<file path="src/rtl/pipe_gap_gen.sv">
// pipe_gap_gen: picks the gap-centre row for each new pipe.
// On a spawn request the LFSR is enabled for SETTLE cycles, then one random
// byte is captured and reduced modulo GAP_RANGE. The result is offset by
// GAP_MIN and clamped so consecutive gaps differ by at most MAX_STEP. The
// result is then offered on a valid/ready handshake. A request that arrives
// while busy is remembered in a one-deep pending flag.
// Ports:
//   clock, reset        rising-edge clock, asynchronous active-high reset
//   spawn_req           request a new gap
//   rnd_in / rnd_en     random byte from / enable to the LFSR
//   gap_y, gap_valid    new gap row and its valid flag
//   gap_ready           consumer accepts gap_y
//   busy                high whenever the FSM is not idle
module pipe_gap_gen #(
  parameter logic [7:0] GAP_MIN   = 8'd40,
  parameter logic [7:0] GAP_RANGE = 8'd120,
  parameter logic [7:0] MAX_STEP  = 8'd60,
  parameter logic [3:0] SETTLE    = 4'd9
) (
  input  logic       clock,
  input  logic       reset,
  input  logic       spawn_req,
  input  logic [7:0] rnd_in,
  output logic       rnd_en,
  output logic [7:0] gap_y,
  output logic       gap_valid,
  input  logic       gap_ready,
  output logic       busy
);

  typedef enum logic [2:0] {IDLE, FILL, CAPTURE, REDUCE, CLAMP, PRESENT} state_t;

  state_t     state, state_nxt;
  logic [3:0] fill_cnt, fill_cnt_nxt;
  logic [7:0] val, val_nxt;
  logic [7:0] prev, prev_nxt;
  logic [7:0] gap_nxt;
  logic       pend, pend_nxt;

  logic [8:0] cand;
  logic [8:0] cand_hi;
  logic [9:0] cand_lo;

  // Clamp arithmetic is widened so no comparison can wrap.
  assign cand    = {1'b0, GAP_MIN} + {1'b0, val};
  assign cand_hi = {1'b0, prev} + {1'b0, MAX_STEP};
  assign cand_lo = {1'b0, cand} + {2'b00, MAX_STEP};

  always_ff @(posedge clock or posedge reset) begin
    if (reset) begin
      state    <= IDLE;
      fill_cnt <= '0;
      val      <= '0;
      prev     <= GAP_MIN;
      gap_y    <= GAP_MIN;
      pend     <= 1'b0;
    end else begin
      state    <= state_nxt;
      fill_cnt <= fill_cnt_nxt;
      val      <= val_nxt;
      prev     <= prev_nxt;
      gap_y    <= gap_nxt;
      pend     <= pend_nxt;
    end
  end

  always_comb begin
    state_nxt    = state;
    fill_cnt_nxt = fill_cnt;
    val_nxt      = val;
    prev_nxt     = prev;
    gap_nxt      = gap_y;
    pend_nxt     = pend;
    rnd_en       = 1'b0;
    gap_valid    = 1'b0;
    busy         = (state != IDLE);

    // Any request while busy (including the handshake cycle) is remembered once.
    if (state != IDLE && spawn_req) begin
      pend_nxt = 1'b1;
    end

    case (state)
      IDLE: begin
        if (spawn_req || pend) begin
          state_nxt    = FILL;
          pend_nxt     = 1'b0;
          fill_cnt_nxt = '0;
        end
      end
      FILL: begin
        rnd_en       = 1'b1;
        fill_cnt_nxt = fill_cnt + 4'd1;
        if (fill_cnt == SETTLE - 4'd1) begin
          state_nxt = CAPTURE;
        end
      end
      CAPTURE: begin
        val_nxt   = rnd_in;
        state_nxt = REDUCE;
      end
      REDUCE: begin
        if (val >= GAP_RANGE) begin
          val_nxt = val - GAP_RANGE;
        end else begin
          state_nxt = CLAMP;
        end
      end
      CLAMP: begin
        if (cand > cand_hi) begin
          gap_nxt = cand_hi[7:0];
        end else if (cand_lo < {2'b00, prev}) begin
          gap_nxt = prev - MAX_STEP;
        end else begin
          gap_nxt = cand[7:0];
        end
        prev_nxt  = gap_nxt;
        state_nxt = PRESENT;
      end
      PRESENT: begin
        gap_valid = 1'b1;
        if (gap_ready) begin
          state_nxt = IDLE;
        end
      end
      default: begin
        state_nxt = IDLE;
      end
    endcase
  end

endmodule

</file>
<file path="config.mk">
export PLATFORM = sky130hd
export DESIGN_NAME = pipe_gap_gen
export DESIGN_NICKNAME = d
export VERILOG_FILES = /design/src/rtl/pipe_gap_gen.sv
export SDC_FILE = /design/constraint.sdc
export NUM_CORES = 1
export LEC_CHECK = 0
export CAP_MARGIN = 20
export CORE_UTILIZATION = 30
export DETAILED_ROUTE_END_ITERATION = 8
export GPL_ROUTABILITY_DRIVEN = 0
export GPL_TIMING_DRIVEN = 0
export PLACE_DENSITY = 0.52
export SYNTH_ARGS = -nofsm -noshare
export SYNTH_HDL_FRONTEND = slang
export SYNTH_SLANG_ARGS = --single-unit
</file>
<file path="constraint.sdc">
create_clock -name clock -period 5.38 [get_ports clock]
set_clock_uncertainty 0.15 [all_clocks]
set_input_delay 0.807 -clock clock [delete_from_list [all_inputs] [get_ports clock]]
set_output_delay 0.807 -clock clock [all_outputs]
set_load 0.01 [all_outputs]
</file>
==> run summary <==
status: complete, no violations
I/O pin total: 23
layout cells sized above 1: 0.0965
yosys warns: 0
DRT iter0 DRCs: 47
Pre-Repair DR Iteration Count: 5
WP data required: 5.40 ns
Num CTS Buffers: 3
Final Hold Slack: 0.338 ns
area of the mapped netlist: 2030 um^2
clock transition at the registers of the reported paths: 0.10 ns
Max Buffers Root-to-Sink: 2
CTS Hold Bufs: 0
Setup crit start kind: flop
routed vias: 1720
Final Routed Wirelength: 4.67 mm
Fin Setup TNS: 0 ns
Area Growth Syn to Fin: 20.5%
final setup fails: 0
minimum clock period: 3.37 ns
sequential share of the synthesized area: 0.297
post-CTS setup buffers: 0
core footprint: 6420 um^2
commonest non-fill, non-tap cell in the layout: ha_1
global route overflow: 0
Worst EP arrival: 3.40 ns
FF-to-FF Start: val[3]
EDFF count, synth: 0
Worst Tran Pin Value: 0.580 ns
final net count: 295
vias per cell: 5.12
Worst R2R Path Depth: 12
initial core utilization: 0.316
hold crit path type: reg -> reg
maximum clock rate: 0.296 GHz
fin crit share: 0.627
drt drc: 0
first-pass GRT wire length: 7.91 mm
Worst-Skew Late Latency: 0.27 ns
Diodes inserted: 0
critical-path maximum fanout: 11
CTS tree: done
most frequent cells in the layout: ha_1 (23), dfrtp_1 (22), clkdlybuf4s50_1 (22)
fin. max-slew vios: 0
Root Buffer: clkbuf_8
vias in the first global route: 1598
Seq cells post-synth: 24
R2R setup slack: 2.01 ns
Die Ht: 84.3 um
Setup CP Type: reg -> reg
count of final hold-check violations: 0
dpl ws: 2.02 ns
Max Cap Violations: 0
Critical path origin: val[3]
syn nets: 267
# rows: 29
placed inst area: 2350 um^2
dominant synthesized flop cell: dfrtp_1
dpl hpwl: 3.54 mm
Sink Count: 24
Die ar.: 7100 um^2
H-tree Lvls: 1
antenna violations before repair: 0
CTS resizes: 0
worst setup margin: 2.01 ns
Global Route Usage Sum: 0.139
RSZ-0062 raised after global routing: no
Reg2Reg Capture Point: prev[1]
Syn Inst Count: 232
Avg Cell Area, Syn: 8.75 um^2
largest net degree at the start of global routing: 25
design area: 2440 um^2
FFs w/ async S/R, synth: 1.00
Distinct cells, synth: 55
crit path capture: prev[1]
Max-slew headroom: 0.611
Critical Path End Type: flop
routed len/inst: 13.9 um
die width: 84.3 um
post-route ant nets: 0
port buffer count: 22
-- cells in the mapped netlist (all sizes together) (3+ instances only) --
cell | instances | area share
ha | 23 | 0.14
dfrtp | 22 | 0.27
o21ai | 19 | 0.049
inv | 18 | 0.033
nand2 | 18 | 0.033
nor2 | 18 | 0.037
a21oi | 15 | 0.037
nand3 | 11 | 0.030
xnor2 | 11 | 0.055
mux2i | 6 | 0.030
clkbuf | 5 | 0.0092
nor3 | 5 | 0.012
xor2 | 5 | 0.022
a211oi | 4 | 0.015
a21o | 4 | 0.015
a31oi | 3 | 0.0092
and3 | 3 | 0.0092
buf | 3 | 0.012
mux2 | 3 | 0.020
nand4 | 3 | 0.0092
nor3b | 3 | 0.014
-- worst max-delay path, stage by stage (launching register included) --
cell,delay [ns]
dfrtp_1,0.53
ha_1,0.34
xnor2_1,0.23
or3b_4,0.42
xor2_1,0.15
ha_1,0.31
nand2_1,0.05
o21ai_0,0.22
nor2_1,0.10
and3_1,0.19
buf_6,0.14
nor2_4,0.14
mux2_4,0.31
-- worst min-delay path by stage --
stage                             end  slack [ns]   startpoint  depth (start not counted)
after floorplan           fill_cnt[3]        0.29  fill_cnt[3]                          1
after global placement    fill_cnt[3]        0.32  fill_cnt[3]                          1
after detailed placement  fill_cnt[3]        0.32  fill_cnt[3]                          1
after CTS                 fill_cnt[3]        0.34  fill_cnt[3]                          1
after global routing      fill_cnt[3]        0.37  fill_cnt[3]                          1
final                     fill_cnt[3]        0.34  fill_cnt[3]                          1
-- layout make-up --
cell class	instances	area [um^2]
Sequential cell	24	603
Multi-Input combinational cell	182	1320
Fill cell	676	3980
Clock buffer	3	41.3
Inverter	18	67.6
Timing Repair Buffer	23	248
Buffer	8	42.5
Tap cell	77	96.3
Clock inverter	1	30.0
-- through the flow --
step                cells  utilization
floorplan             232            -
detailed placement    331        0.365
global placement      331        0.365
CTS                   335        0.376
global route          336        0.381
finish                336        0.381
-- registers in the layout (all words and copies together), names as in the netlist --
signal	flops
val	8
state	3
fill_cnt	4
pend	1
prev	8
-- kinds of logic (layout without fill, tap and decap cells) --
logic type	after synthesis	in the layout	share of synthesized area
fa+ha+maj	23	23	0.142
xor+xnor	16	16	0.0764
flops	24	24	0.297
buf+inv	26	53	0.0543
compound gates	58	58	0.176
simple gates	76	76	0.204
mux	9	9	0.0499
-- metal layers --
metal	up-vias	share of wire	GRT usage
met5	-	0	0
met4	0	0.0058	0.0235
met3	2	0.031	0.0236
met2	23	0.46	0.227
met1	808	0.50	0.195
li1	887	-	-
Power is left out: the tool's default activity adds up to more than one toggle a clock period on the data nets, which glitch-free logic cannot reach.
